## config.mk

```make
export PLATFORM = sky130hd
export DESIGN_NAME = expand1x1_sched
export DESIGN_NICKNAME = d
export VERILOG_FILES = /design/src/rtl/fire_sched_pkg.sv /design/src/rtl/expand1x1_sched.sv
export SDC_FILE = /design/constraint.sdc
export NUM_CORES = 1
export LEC_CHECK = 0
export ABC_AREA = 0
export BUFFER_PORTS_ARGS = -buffer_cell sky130_fd_sc_hd__buf_2
export CELL_PAD_IN_SITES_DETAIL_PLACEMENT = 0
export CELL_PAD_IN_SITES_GLOBAL_PLACEMENT = 1
export CORE_UTILIZATION = 45
export DETAILED_ROUTE_END_ITERATION = 7
export PLACE_DENSITY_LB_ADDON = 0.1
export SYNTH_ARGS = -nofsm -noshare
export SYNTH_HDL_FRONTEND = slang
export SYNTH_SLANG_ARGS = --single-unit
```

## constraint.sdc

```tcl
create_clock -name clk -period 7.2 [get_ports clk]
set_clock_uncertainty 0.05 [all_clocks]
set_input_delay 2.16 -clock clk [delete_from_list [all_inputs] [get_ports clk]]
set_output_delay 2.16 -clock clk [all_outputs]
set_load 0.05 [all_outputs]
```

## src/rtl/fire_sched_pkg.sv

```systemverilog
// rtl/fire_sched_pkg.sv - shared types and defaults for the fire-module schedulers
package fire_sched_pkg;

    typedef enum logic [1:0] {
        IDLE  = 2'd0,
        RUN   = 2'd1,
        FLUSH = 2'd2,
        DONE  = 2'd3
    } sched_state_t;

    localparam int DEF_ADDR    = 4;     // weight ROM address width, CH = 2**ADDR
    localparam int DEF_NUM_PIX = 3025;  // 55x55 output pixels
    localparam int DEF_PIX_W   = 12;    // pixel counter width

endpackage

```

## src/rtl/expand1x1_sched.sv

```systemverilog
// rtl/expand1x1_sched.sv - expand 1x1 convolution channel/pixel sequencer
//
// Ports:
//   clk, rst_n               clock, asynchronous active-low reset
//   start / busy / done      one feature map per start pulse
//   in_valid / in_ready      feature word handshake from the squeeze buffer
//   rom_addr                 shared weight ROM address (current channel)
//   mac_en/acc_clr/acc_last  MAC array accumulate controls
//   out_valid / out_ready    one result handshake per pixel
//   pix_idx                  index of the pixel presented on out_valid
module expand1x1_sched
    import fire_sched_pkg::*;
#(
    parameter int ADDR    = DEF_ADDR,
    parameter int NUM_PIX = DEF_NUM_PIX,
    parameter int PIX_W   = DEF_PIX_W
) (
    input  logic             clk,
    input  logic             rst_n,
    input  logic             start,
    output logic             busy,
    output logic             done,
    input  logic             in_valid,
    output logic             in_ready,
    output logic [ADDR-1:0]  rom_addr,
    output logic             mac_en,
    output logic             acc_clr,
    output logic             acc_last,
    output logic             out_valid,
    input  logic             out_ready,
    output logic [PIX_W-1:0] pix_idx
);

    localparam logic [ADDR-1:0]  CH_LAST  = {ADDR{1'b1}};
    localparam logic [ADDR-1:0]  CH_ONE   = ADDR'(1);
    localparam logic [PIX_W-1:0] PIX_LAST = PIX_W'(NUM_PIX - 1);
    localparam logic [PIX_W-1:0] PIX_ONE  = PIX_W'(1);

    sched_state_t     r_state;
    sched_state_t     w_state_nxt;
    logic [ADDR-1:0]  r_ch_cnt;
    logic [PIX_W-1:0] r_pix_cnt;
    logic [PIX_W-1:0] r_pix_idx;
    logic             r_out_valid;

    logic w_ch_last;
    logic w_pix_last;
    logic w_in_ready;
    logic w_busy;
    logic w_done;
    logic w_mac_en;
    logic w_acc_last;

    assign w_ch_last  = (r_ch_cnt == CH_LAST);
    assign w_pix_last = (r_pix_cnt == PIX_LAST);
    assign w_mac_en   = in_valid & w_in_ready;
    assign w_acc_last = w_mac_en & w_ch_last;

    // State register
    always_ff @(posedge clk or negedge rst_n) begin
        if (!rst_n) begin
            r_state <= IDLE;
        end else begin
            r_state <= w_state_nxt;
        end
    end

    // Next-state logic
    always_comb begin
        w_state_nxt = r_state;
        case (r_state)
            IDLE:    if (start) w_state_nxt = RUN;
            RUN:     if (w_acc_last && w_pix_last) w_state_nxt = FLUSH;
            FLUSH:   if (r_out_valid && out_ready) w_state_nxt = DONE;
            DONE:    w_state_nxt = IDLE;
            default: w_state_nxt = IDLE;
        endcase
    end

    // Output logic. The accumulators are snapshotted on acc_last, so the
    // next pixel may stream in while a result is pending; only its final
    // channel is held back, which keeps a second acc_last from overwriting
    // an unaccepted result.
    always_comb begin
        w_in_ready = 1'b0;
        w_busy     = 1'b1;
        w_done     = 1'b0;
        case (r_state)
            IDLE:    w_busy = 1'b0;
            RUN:     w_in_ready = !(r_out_valid && !out_ready && w_ch_last);
            FLUSH:   w_in_ready = 1'b0;
            DONE:    w_done = 1'b1;
            default: w_busy = 1'b0;
        endcase
    end

    // Channel and pixel counters; pix_idx captures the finishing pixel
    always_ff @(posedge clk or negedge rst_n) begin
        if (!rst_n) begin
            r_ch_cnt  <= '0;
            r_pix_cnt <= '0;
            r_pix_idx <= '0;
        end else if (r_state == IDLE && start) begin
            r_ch_cnt  <= '0;
            r_pix_cnt <= '0;
            r_pix_idx <= '0;
        end else if (w_mac_en) begin
            r_ch_cnt <= r_ch_cnt + CH_ONE;
            if (w_ch_last) begin
                r_pix_idx <= r_pix_cnt;
                if (!w_pix_last) begin
                    r_pix_cnt <= r_pix_cnt + PIX_ONE;
                end
            end
        end
    end

    // Result valid: a new acc_last wins over the writer's acceptance
    always_ff @(posedge clk or negedge rst_n) begin
        if (!rst_n) begin
            r_out_valid <= 1'b0;
        end else if (w_acc_last) begin
            r_out_valid <= 1'b1;
        end else if (r_out_valid && out_ready) begin
            r_out_valid <= 1'b0;
        end
    end

    assign busy      = w_busy;
    assign done      = w_done;
    assign in_ready  = w_in_ready;
    assign rom_addr  = r_ch_cnt;
    assign mac_en    = w_mac_en;
    assign acc_clr   = w_mac_en & (r_ch_cnt == '0);
    assign acc_last  = w_acc_last;
    assign out_valid = r_out_valid;
    assign pix_idx   = r_pix_idx;

endmodule

```

==> impl_metrics.py <==
metrics = {
    "run_status": {
        "outcome": "complete, no violations",
    },
    "drt": {
        "wl_per_cell_um": 14.7,
        "drtIter0Drc": 80,
        "first_pass_iters": 4,
        "vias_per_cell": 5.58,
        "drtAntennaViolNets": 0,
        "routed_wl_um": 3770,
        "drc": 0,
        "vias": 1434,
    },
    "grt": {
        "grt_pass1_vias": 1370,
        "grt_overflow": 0,
        "grt_max_degree": 32,
        "grt_pass1_wl_um": 6540,
        "track_usage_pct": 21.8,
        "antenna_found_initial": 0,
    },
    "sta": {
        "post-route-min-period_ns": 5.89,
        "maxSlewHeadroom_pct": 38.3,
        "hold_viol": 0,
        "period_share_pct": 81.8,
        "tns_ns": 0,
        "slew_viol_final": 0,
        "tightest_slew_ns": 0.925,
        "layout_setup_ws_ns": 1.31,
        "fmax_mhz": 170,
        "rsz0062_at_grt": "false",
        "setup_violations": 0,
    },
    "pwr": {
        "ir_worst_vdd_uv": 195,
        "pwr-share-comb_pct": 36.0,
        "p_clk_share_pct": 30.0,
        "power.total_mw": 0.601,
        "seqPwrFrac_pct": 34.0,
        "internal-power_mw": 0.364,
        "leakage_nw": 0.924,
        "p_sw_share_pct": 39.4,
        "powerDensity_nw_per_um2": 308,
        "p_switching_mw": 0.236,
    },
    "cts": {
        "clk-insertion-delay-late_ns": 0.29,
        "post_cts_buffers": 0,
        "htreeDepth": 2,
        "cts_resized": 0,
        "cts_hold_buf": 0,
        "cts_sinks": 31,
        "cts_tree": "yes",
        "clock_path_buffers": 2,
        "numCtsBuffers": 5,
        "cts.clk_slew.worst_paths_ns": 0.07,
        "root_buffer": "clkbuf_8",
    },
    "hold_path": {
        "worstHoldStart": "pix_idx[0]$_DFFE_PN0P_",
        "holdPathEnd": "pix_idx[0]$_DFFE_PN0P_",
        "min_path_cells": 2,
        "hold_path.class": "flip-flop to flip-flop",
    },
    "die": {
        "die_h_um": 63.3,
        "rows": 21,
        "dieArea_um2": 4010,
        "io_pins": 28,
        "coreArea_um2": 3470,
        "start_util_pct": 48.8,
        "fp.dieW_um": 63.3,
    },
    "setup_path": {
        "worstPathCellList": "buf_2, nor2b_4, or3_1, inv_2, buf_2",
        "slowest_stage": "or3_1",
        "crit_path_max_fanout": 18,
        "reg2reg_depth": 6,
        "worstSetupPathType": "input port to output pin",
        "end_kind": "output pin",
        "reg2reg_setup_slack_ns": 4.82,
        "r2r-start": "r_state[1]$_DFFE_PN0P_",
        "cp.buffers_inverters": 3,
        "crit_top_cell": "buf_2",
        "arrival_ns": 3.68,
        "crit-reg2reg-capture": "r_state[0]$_DFFE_PN0P_",
        "crit_family": "buffers and inverters",
        "start_kind": "input port",
        "cp.required_ns": 4.99,
        "max_stage_delay_ns": 0.65,
    },
    "synth": {
        "synthArstFlopShare_pct": 100,
        "yosysSeqAreaShare_pct": 45.8,
        "ys.flop_type": "dfrtp_1",
        "netlist_area_um2": 1690,
        "synth_edf_count": 0,
        "synth_top_area_share_pct": 45.8,
        "ys_warn_count": 0,
        "ys_seq_elements": 31,
        "netlist_top_cells_area": "dfrtp_1, nand2_1, ha_1",
        "synth_cells": 186,
        "yosysTopAreaCell": "dfrtp_1",
        "ys_types": 41,
        "synth_nets": 200,
        "syn_avg_cell_area_um2": 9.10,
    },
    "final_layout": {
        "layout_common_cells": "nand2_1, dfrtp_1, buf_2, a21oi_1, nand3_1",
        "fin_nets": 224,
        "fill_cells": 329,
        "diodes": 0,
        "layoutNonFillerInstCount": 257,
        "syn_to_final_growth_pct": 15.1,
        "final_core_util_pct": 56.2,
        "layout-drive-gt1-share_pct": 18.5,
    },
    "run": {
        "drv_cap": 0,
    },
    "placed_design": {
        "dpl_worst_slack_ns": 1.31,
        "port_buffers": 27,
        "dp_cells": 249,
        "gp_congestion": 0.777,
        "hpwl_um": 2550,
    },
}
==> through the flow <==
step | area [um^2] | hold slack (ns)
2_1_floorplan | 1690 | 0.468
3_3_place_gp | 1830 | 0.461
3_5_place_dp | 1830 | 0.464
4_1_cts | 1950 | 0.474
5_1_grt | 1950 | 0.485
6_report | 1950 | 0.469
==> Yosys cell counts (2+ instances only) <==
cell / instances
and3_1: 4
xnor2_1: 4
buf_6: 2
nand2b_1: 2
nor4_1: 4
nor3b_1: 2
a31oi_1: 5
o31ai_1: 4
nor2_1: 8
ha_1: 9
nand3_1: 11
nand2_1: 31
inv_1: 9
and2_1: 2
nor4b_1: 2
dfrtp_1: 31
o21ai_0: 4
a41o_1: 2
nor3_1: 3
a21oi_1: 19
or4_1: 3
clkbuf_1: 6
==> cell families (layout without fill, tap and decap cells) <==
kind of cell               count (synthesis)  count (layout)  synth area share [%]
muxes                                      1               1                 0.591
AOI/OAI and AO/OA                         40              40                  14.5
DFF                                       31              31                  45.8
and+or+nand+nor                           81              81                  24.9
xor gates and xnor gates                   4               4                  2.07
adders and majority gates                  9               9                  6.65
buffers and inverters                     20              45                  5.47
==> worst reg2reg max path, cell delays in order (launching register included) <==
cell     delay [ns]
dfrtp_1        0.41
inv_1          0.12
ha_1           0.29
nand2_2        0.15
or3_1          0.62
nor4_1         0.49
o31a_1         0.19
==> sequential cells by signal (all words and copies together), names as in the netlist <==
name,flops
rom_addr,4
pix_idx,12
r_state,2
out_valid,1
r_pix_cnt,12
==> cell type report <==
type	instances	area (um^2)	share of cell area, %
Inverter	10	37.5	1.93
Timing Repair Buffer	27	135	6.94
Clock buffer	6	82.6	4.24
Sequential cell	31	776	39.8
Multi-Input combinational cell	135	825	42.3
Tap cell	46	57.6	2.95
Clock inverter	2	35.0	1.80
==> metal layers <==
| layer | vias to the layer above | part of all wire [%] | routed length [um] | GRT usage (%) |
|---|---|---|---|---|
| li1 | 706 | - | - | - |
| met1 | 691 | 47 | 1760 | 27.8 |
| met2 | 30 | 47 | 1780 | 33.9 |
| met3 | 7 | 4.0 | 150 | 6.52 |
| met4 | 0 | 1.9 | 73 | 9.38 |
| met5 | - | 0 | 0 | 0 |
==> power by group through the flow <==
| stage | registers, mW | clock network (mW) | logic (mW) |
|---|---|---|---|
| after floorplan | 0.229 | 0 | 0.148 |
| after global placement | 0.206 | 0 | 0.213 |
| after detailed placement | 0.208 | 0 | 0.217 |
| after CTS | 0.205 | 0.185 | 0.218 |
| after global routing | 0.207 | 0.194 | 0.235 |
| final | 0.204 | 0.180 | 0.216 |
==> worst max path at each step <==
stage | startpoint | depth (start not counted) | end | slack [ns]
floorplan | in_valid | 2 | acc_clr | 1.08
finish | out_ready | 5 | acc_last | 1.31
global route | in_valid | 5 | acc_last | 1.21
CTS | out_ready | 5 | acc_last | 1.31
global placement | out_ready | 5 | acc_last | 1.34
detailed placement | out_ready | 5 | acc_last | 1.31
Note: power is estimated with default switching activity, not from simulation.
